File: src/rtl/lane_traffic_gen.sv
// lane_traffic_gen
//   Car-lane generator for the playfield. Every tick, each lane scrolls by one
//   column. A new entry bit is shifted in from the spawn logic for that lane.
//   Difficulty affects the game in two ways. It shortens the tick period, and it
//   raises the chance that a free lane spawns a car. A reset_playfield pulse
//   clears all lanes and timers and restarts the grace period. It does not
//   reseed the LFSR, so each round after the first gets a different sequence.
//
//   Optional build macro:
//     LANE_ALT_DIR_EN - odd lanes scroll right (entry bit COLS-1, exit bit 0);
//                       when undefined, all lanes scroll left (entry bit 0).
//
//   Ports:
//     clk              in   1            system clock
//     reset            in   1            synchronous, active-high; full init incl. LFSR seed
//     reset_playfield  in   1            synchronous clear of lanes/timers; LFSR kept
//     difficulty       in   3            0..7, sampled every cycle
//     pause            in   1            freezes tick counter and lanes
//     lane_pattern     out  LANES*COLS   lane i = bits [i*COLS +: COLS]; 1 = car
//     step             out  1            one-cycle pulse after each tick's shift
//     in_grace         out  1            high while spawning is held off
module lane_traffic_gen #(
    parameter int LANES       = 4,
    parameter int COLS        = 16,
    parameter int BASE_PERIOD = 1024,
    parameter int CAR_LEN     = 2,
    parameter int MIN_GAP     = 2,
    parameter int GRACE_TICKS = 4
) (
    input  logic                   clk,
    input  logic                   reset,
    input  logic                   reset_playfield,
    input  logic [2:0]             difficulty,
    input  logic                   pause,
    output logic [LANES*COLS-1:0]  lane_pattern,
    output logic                   step,
    output logic                   in_grace
);

    localparam int TICK_W  = $clog2(BASE_PERIOD);
    localparam int RUN_MAX = (CAR_LEN > MIN_GAP) ? CAR_LEN : MIN_GAP;
    localparam int CNT_W   = $clog2(RUN_MAX + 1);
    localparam int GRACE_W = (GRACE_TICKS > 1) ? $clog2(GRACE_TICKS) : 1;
    localparam logic [15:0] LFSR_SEED = 16'hACE1;
    localparam logic [15:0] LFSR_MASK = 16'hB400;

    typedef enum logic {GRACE, RUN} state_t;

    state_t                 state, state_nxt;
    logic [GRACE_W-1:0]     grace_cnt, grace_nxt;
    logic [TICK_W-1:0]      tick_cnt;
    logic [31:0]            period_full;
    logic                   tick_p0;
    logic [15:0]            lfsr, lfsr_nxt;
    logic [CNT_W-1:0]       run_cnt [LANES];
    logic [CNT_W-1:0]       gap_cnt [LANES];
    logic [CNT_W-1:0]       run_nxt [LANES];
    logic [CNT_W-1:0]       gap_nxt [LANES];
    logic [LANES-1:0]       entry;
    logic [LANES*COLS-1:0]  lane_nxt;

    // Stage p0: tick decision from the running count and the current period.
    // High difficulty can shift the period down to zero, which is clamped to one
    // (a tick every cycle). The >= compare makes a mid-count period drop tick at
    // once instead of wrapping around.
    always_comb begin
        period_full = 32'(BASE_PERIOD) >> difficulty;
        if (period_full == 32'd0)
            period_full = 32'd1;
        tick_p0  = !pause && (32'(tick_cnt) >= (period_full - 32'd1));
        lfsr_nxt = lfsr[0] ? ((lfsr >> 1) ^ LFSR_MASK) : (lfsr >> 1);
    end

    always_comb begin
        entry    = '0;
        run_nxt  = run_cnt;
        gap_nxt  = gap_cnt;
        lane_nxt = lane_pattern;
        for (int i = 0; i < LANES; i++) begin
            if (run_cnt[i] != '0) begin
                entry[i]   = 1'b1;
                run_nxt[i] = run_cnt[i] - CNT_W'(1);
                if (run_cnt[i] == CNT_W'(1))
                    gap_nxt[i] = CNT_W'(MIN_GAP);
            end else if (gap_cnt[i] != '0) begin
                gap_nxt[i] = gap_cnt[i] - CNT_W'(1);
            end else if (state == RUN && lfsr[4*i +: 3] <= difficulty) begin
                entry[i]   = 1'b1;
                run_nxt[i] = CNT_W'(CAR_LEN - 1);
            end
`ifdef LANE_ALT_DIR_EN
            if ((i % 2) == 1)
                lane_nxt[i*COLS +: COLS] = {entry[i], lane_pattern[i*COLS+1 +: COLS-1]};
            else
`endif
                lane_nxt[i*COLS +: COLS] = {lane_pattern[i*COLS +: COLS-1], entry[i]};
        end
    end

    always_comb begin
        state_nxt = state;
        grace_nxt = grace_cnt;
        case (state)
            GRACE: begin
                if (tick_p0) begin
                    if (grace_cnt == GRACE_W'(GRACE_TICKS - 1))
                        state_nxt = RUN;
                    else
                        grace_nxt = grace_cnt + GRACE_W'(1);
                end
            end
            RUN: state_nxt = RUN;
            default: state_nxt = GRACE;
        endcase
    end

    always_ff @(posedge clk) begin
        if (reset || reset_playfield) begin
            state     <= GRACE;
            grace_cnt <= '0;
        end else begin
            state     <= state_nxt;
            grace_cnt <= grace_nxt;
        end
    end

    // Stage p1: registered lanes, step and in_grace, all updated on the same
    // edge so that a shifted pattern and its step pulse become visible together.
    always_ff @(posedge clk) begin
        if (reset) begin
            lfsr <= LFSR_SEED;
        end else if (!reset_playfield && tick_p0) begin
            lfsr <= lfsr_nxt;
        end

        if (reset || reset_playfield) begin
            tick_cnt     <= '0;
            lane_pattern <= '0;
            step         <= 1'b0;
            in_grace     <= 1'b1;
            for (int i = 0; i < LANES; i++) begin
                run_cnt[i] <= '0;
                gap_cnt[i] <= '0;
            end
        end else begin
            step     <= tick_p0;
            in_grace <= (state_nxt == GRACE);
            if (tick_p0) begin
                tick_cnt     <= '0;
                lane_pattern <= lane_nxt;
                run_cnt      <= run_nxt;
                gap_cnt      <= gap_nxt;
            end else if (!pause) begin
                tick_cnt <= tick_cnt + TICK_W'(1);
            end
        end
    end

endmodule

File: config.mk
export PLATFORM = sky130hd
export DESIGN_NAME = lane_traffic_gen
export DESIGN_NICKNAME = d
export VERILOG_FILES = /design/src/rtl/lane_traffic_gen.sv
export SDC_FILE = /design/constraint.sdc
export NUM_CORES = 1
export LEC_CHECK = 0
export BUFFER_PORTS_ARGS = -buffer_cell sky130_fd_sc_hd__buf_4
export CORE_MARGIN = 3
export CORE_UTILIZATION = 51
export CTS_CLUSTER_SIZE = 20
export DETAILED_ROUTE_END_ITERATION = 12
export PLACE_DENSITY = 0.78
export SYNTH_ARGS = -nofsm -noshare
export SYNTH_HDL_FRONTEND = slang
export SYNTH_SLANG_ARGS = --single-unit
File: constraint.sdc
create_clock -name clk -period 2.3 [get_ports clk]
set_clock_uncertainty 0.05 [all_clocks]
set_input_delay 0.345 -clock clk [delete_from_list [all_inputs] [get_ports clk]]
set_output_delay 0.345 -clock clk [all_outputs]
set_load 0.01 [all_outputs]
==> report_table.html <==
<table>
<tr><th>Metric</th><th>Value</th></tr>
<tr><th colspan="2">Pwr</th></tr>
<tr><td>Worst IR Drop VDD</td><td>roughly 400 µV</td></tr>
<tr><td>Leak pwr</td><td>around 2.2 nW</td></tr>
<tr><td>Net Sw Frac</td><td>23.8%</td></tr>
<tr><td>Combinational cell fraction of total power</td><td>3.8%</td></tr>
<tr><td>Net Switching</td><td>approximately 0.74 mW</td></tr>
<tr><td>Pwr per Cell Area</td><td>around 540 nW/µm²</td></tr>
<tr><td>Internal</td><td>between 2 and 2.5 mW</td></tr>
<tr><td>Sequential share of power</td><td>between 60% and 70%</td></tr>
<tr><td>Clock power frac</td><td>between 30% and 40%</td></tr>
<tr><th colspan="2">Routing</th></tr>
<tr><td>Number of routed nets with antenna violations</td><td>0</td></tr>
<tr><td>Count of TritonRoute iterations in the first routing pass</td><td>4</td></tr>
<tr><td>Vias per inst</td><td>roughly 5.3</td></tr>
<tr><td>Drt initial violations</td><td>around 150</td></tr>
<tr><td>WL per Instance</td><td>about 13 µm</td></tr>
<tr><td>Remaining DRCs</td><td>0</td></tr>
<tr><td>Routed wire length</td><td>slightly below 10 mm</td></tr>
<tr><td>Total vias in the final route</td><td>a little over 4000</td></tr>
<tr><th colspan="2">Critical path</th></tr>
<tr><td>Crit. Startpoint</td><td>tick_cnt[6]</td></tr>
<tr><td>Critical path arrival</td><td>~2.4 ns</td></tr>
<tr><td>FF-to-FF Start</td><td>tick_cnt[6]</td></tr>
<tr><td>Worst-path fanout max</td><td>17</td></tr>
<tr><td>Path depth of the worst reg2reg path</td><td>7</td></tr>
<tr><td>Largest stage delay on the critical path</td><td>~0.36 ns</td></tr>
<tr><td>Family of cells with the greatest summed delay on the critical path</td><td>compound AO/OA/AOI/OAI gates</td></tr>
<tr><td>Startpoint class of the critical path</td><td>flop</td></tr>
<tr><td>Critical R2R Capture</td><td>grace_cnt[1]</td></tr>
<tr><td>Critical Path Most Common Cell</td><td>sky130_fd_sc_hd__buf_12</td></tr>
<tr><td>Nature of the critical path endpoint</td><td>flop</td></tr>
<tr><td>Critical path buffers and inverters</td><td>2</td></tr>
<tr><td>Setup slack on the worst flop-to-flop path</td><td>roughly 0.13 ns</td></tr>
<tr><td>Worst path slowest cell</td><td>sky130_fd_sc_hd__dfxtp_1</td></tr>
<tr><td>Endpoint required time on the critical path</td><td>~2.5 ns</td></tr>
<tr><td>Critical path start-end classification</td><td>reg2reg</td></tr>
<tr><td>Ordered list of cells on the worst path</td><td>ha_1 &gt; nand4_1 &gt; a211o_1 &gt; a31o_2 &gt; buf_12 &gt; buf_12 &gt; o41ai_1</td></tr>
<tr><th colspan="2">STA</th></tr>
<tr><td>Final worst path period share</td><td>between 90 and 100%</td></tr>
<tr><td>Maximum operating frequency</td><td>0.462 GHz</td></tr>
<tr><td>Final hold viol count</td><td>0</td></tr>
<tr><td>RSZ-0062 raised after global routing</td><td>false</td></tr>
<tr><td>Final Slew Violations</td><td>0</td></tr>
<tr><td>Count of final setup violators</td><td>0</td></tr>
<tr><td>Worst setup slack after layout</td><td>about 0.13 ns</td></tr>
<tr><td>Hold slack</td><td>~0.24 ns</td></tr>
<tr><td>Min Tclk post-route</td><td>about 2.2 ns</td></tr>
<tr><th colspan="2">Place</th></tr>
<tr><td>Cells after DPL</td><td>between 700 and 800</td></tr>
<tr><td>Worst slack after detailed placement</td><td>-0.230 ns</td></tr>
<tr><td>Final HPWL DP</td><td>7.26 mm</td></tr>
<tr><td># port buffers</td><td>72</td></tr>
<tr><td>Last weighted congestion value of the routability-driven placer</td><td>just over 0.8</td></tr>
<tr><th colspan="2">Global route</th></tr>
<tr><td>Via count of the first global-routing pass</td><td>3680</td></tr>
<tr><td>GRT Residual Overflow</td><td>0</td></tr>
<tr><td>Wire length of the first global-routing pass</td><td>between 15 and 20 mm</td></tr>
<tr><td>Pin count of the biggest net entering global routing</td><td>33</td></tr>
<tr><td>Antenna violations before repair</td><td>0</td></tr>
<tr><td>Aggregate global-route resource usage</td><td>approximately 20%</td></tr>
<tr><th colspan="2">Floorplanning</th></tr>
<tr><td>Placeable core region</td><td>8850 µm²</td></tr>
<tr><td>Chip Width</td><td>a little over 100 µm</td></tr>
<tr><td>Std-Cell Rows</td><td>34</td></tr>
<tr><td>I/O pin count</td><td>73</td></tr>
<tr><td>Initial standard-cell utilization of the core</td><td>53.3%</td></tr>
<tr><td>Area enclosed by the die boundary</td><td>around 10000 µm²</td></tr>
<tr><td>Chip height</td><td>roughly 100 µm</td></tr>
<tr><th colspan="2">Cells and area</th></tr>
<tr><td>FILL cells</td><td>roughly 730</td></tr>
<tr><td>Sequential Area</td><td>2220 µm²</td></tr>
<tr><td>Area grow syn2layout</td><td>21.6%</td></tr>
<tr><td># nets final</td><td>689</td></tr>
<tr><td>Final Non-Filler Cells</td><td>around 770</td></tr>
<tr><td>Proportion of layout cells with a drive suffix above 1</td><td>19.0%</td></tr>
<tr><td>Antenna diode instance count</td><td>0</td></tr>
<tr><td>Total area of multi-input combinational cells</td><td>between 2000 and 2500 µm²</td></tr>
<tr><th colspan="2">Min path</th></tr>
<tr><td>Origin of the worst min-delay path</td><td>pause</td></tr>
<tr><td>Worst hold-check path type</td><td>in2reg</td></tr>
<tr><td>Instance count along the most critical hold path</td><td>3</td></tr>
<tr><td>Worst-case hold path end point</td><td>tick_cnt[1]</td></tr>
<tr><th colspan="2">Logic synthesis</th></tr>
<tr><td>Net count of the mapped netlist</td><td>approximately 610</td></tr>
<tr><td>Unique masters post-synth</td><td>44</td></tr>
<tr><td>Main area contributors after synthesis</td><td>sky130_fd_sc_hd__dfxtp_1, sky130_fd_sc_hd__nand2_1, sky130_fd_sc_hd__a21oi_1</td></tr>
<tr><td>Sequential element share of the synthesized area</td><td>between 40% and 50%</td></tr>
<tr><td>Proportion of netlist area held by the largest area contributor</td><td>47.1%</td></tr>
<tr><td>Post-synth top flop</td><td>sky130_fd_sc_hd__dfxtp_1</td></tr>
<tr><td>Cell with the most instances after synthesis</td><td>sky130_fd_sc_hd__nand2_1</td></tr>
<tr><td>Synth warnings</td><td>0</td></tr>
<tr><td>Register bit total from synthesis</td><td>111</td></tr>
<tr><td>Dominant cell type by area after synthesis</td><td>sky130_fd_sc_hd__dfxtp_1</td></tr>
<tr><td>EDFF count, synth</td><td>0</td></tr>
<tr><td>Top cells by instance count after synthesis</td><td>sky130_fd_sc_hd__nand2_1, sky130_fd_sc_hd__dfxtp_1, sky130_fd_sc_hd__a21oi_1, sky130_fd_sc_hd__nor2_1, sky130_fd_sc_hd__ha_1</td></tr>
<tr><td>Synth Instances</td><td>578</td></tr>
<tr><td>Async S/R FF share, synth</td><td>0%</td></tr>
<tr><td>Netlist area before placement</td><td>approximately 4700 µm²</td></tr>
<tr><td>Mean area per synthesized cell</td><td>between 8 and 9 µm²</td></tr>
<tr><th colspan="2">Clock network</th></tr>
<tr><td>Worst skew pair latency</td><td>roughly 0.37 ns</td></tr>
<tr><td>Max clock buf depth</td><td>2</td></tr>
<tr><td>Reg clk slew, reported paths</td><td>about 0.10 ns</td></tr>
<tr><td>Buffer cell driving the clock tree root</td><td>sky130_fd_sc_hd__clkbuf_8</td></tr>
<tr><td>Clock buffers created by TritonCTS</td><td>9</td></tr>
<tr><td>Clock tree from TritonCTS</td><td>done</td></tr>
<tr><td>H-tree depth reported by CTS</td><td>3</td></tr>
<tr><td>Clock Sinks</td><td>approximately 110</td></tr>
<tr><th colspan="2">Run status</th></tr>
<tr><td>Run status</td><td>finished clean</td></tr>
<tr><th colspan="2">Flow run</th></tr>
<tr><td>Number of violations of the max-capacitance limit</td><td>0</td></tr>
</table>
==> stage by stage <==
stage	instance area (µm²)	util, %	power (mW)	setup TNS [ns]
after CTS	5730	64.8	3.12	0
after detailed placement	5560	62.9	2.09	-9.93
final	5730	64.8	3.10	0
after global routing	5730	64.8	3.22	0
after global placement	5560	62.9	2.08	-3.19
after floorplan	4740	-	2.04	0
==> metal layers <==
layer	wire [µm]	up-vias	track usage, %
li1	-	2111	-
met1	4500	1881	24.9
met2	4840	94	33.2
met3	491	11	3.82
met4	93	0	5.95
met5	0	-	0
==> layout by cell type, fill, tap and decap left out, drive strengths merged, types with 2 or more instances in the layout <==
| master | instances |
|---|---|
| xnor2 | 6 |
| or3 | 6 |
| nor4 | 2 |
| ha | 28 |
| dfxtp | 111 |
| a32o | 4 |
| nor2 | 31 |
| nor4b | 3 |
| buf | 100 |
| clkbuf | 9 |
| xor2 | 6 |
| and3 | 5 |
| o21ai | 20 |
| nand2 | 152 |
| a221oi | 4 |
| inv | 21 |
| nand3 | 14 |
| clkinv | 4 |
| a311oi | 4 |
| nor3 | 14 |
| a21oi | 92 |
| o211ai | 3 |
| a211o | 2 |
==> registers in the layout (all words and copies together) (netlist names) <==
signal        cells
lane_pattern     64
lfsr             16
tick_cnt         10
gap_cnt           8
run_cnt           8
grace_cnt         2
in_grace          1
state             1
step              1
==> logic make-up after synthesis <==
group	count (synthesis)	synth area share [%]
adder cells (fa/ha/maj)	28	7.43
multiplexers	1	0.212
AND/OR/NAND/NOR	235	21.1
buffers and inverters	55	4.94
other	1	0.0796
flip-flops	111	47.1
AO/OA/AOI/OAI	135	16.8
XOR/XNOR	12	2.23
==> worst max-delay path by stage <==
stage / end / slack (ns) / cells past startpoint
detailed placement: grace_cnt[1] / -0.23 / 12
finish: grace_cnt[1] / 0.13 / 7
CTS: grace_cnt[1] / 0.13 / 7
global placement: lane_pattern[48] / -0.14 / 12
global route: grace_cnt[1] / 0.004 / 7
floorplan: gap_cnt[1] / 0.002 / 12
==> power groups by stage <==
stage	sequential [mW]	clock, mW	combinational [mW]
global route	1.92	1.16	0.133
global placement	1.97	0	0.112
floorplan	1.97	0	0.0753
finish	1.92	1.05	0.119
CTS	1.92	1.08	0.118
detailed placement	1.97	0	0.118
==> worst register-to-register path, cell delays in order (launching register included) <==
cell                      delay [ns]
sky130_fd_sc_hd__dfxtp_1        0.36
sky130_fd_sc_hd__ha_1           0.31
sky130_fd_sc_hd__nand4_1        0.10
sky130_fd_sc_hd__a211o_1        0.35
sky130_fd_sc_hd__a31o_2         0.28
sky130_fd_sc_hd__buf_12         0.15
sky130_fd_sc_hd__buf_12         0.15
sky130_fd_sc_hd__o41ai_1        0.32
==> repair_timing <==
item / 4_1_cts / 5_1_grt
endpoints found under the setup margin: 0 / 2
resized for setup: 0 / 1
hold buffers: 0 / 0
setup buffers: 0 / 0
==> final cells by class <==
cell class / instances / area share [%]
clock buffers: 9 / 2.16
clock inverters: 6 / 0.786
inverters: 20 / 1.38
multi-input cells: 412 / 39.7
flip-flops and latches: 111 / 38.8
well taps: 108 / 2.36
repair buffers: 100 / 14.8
Note: power is estimated with default switching activity, not from simulation.
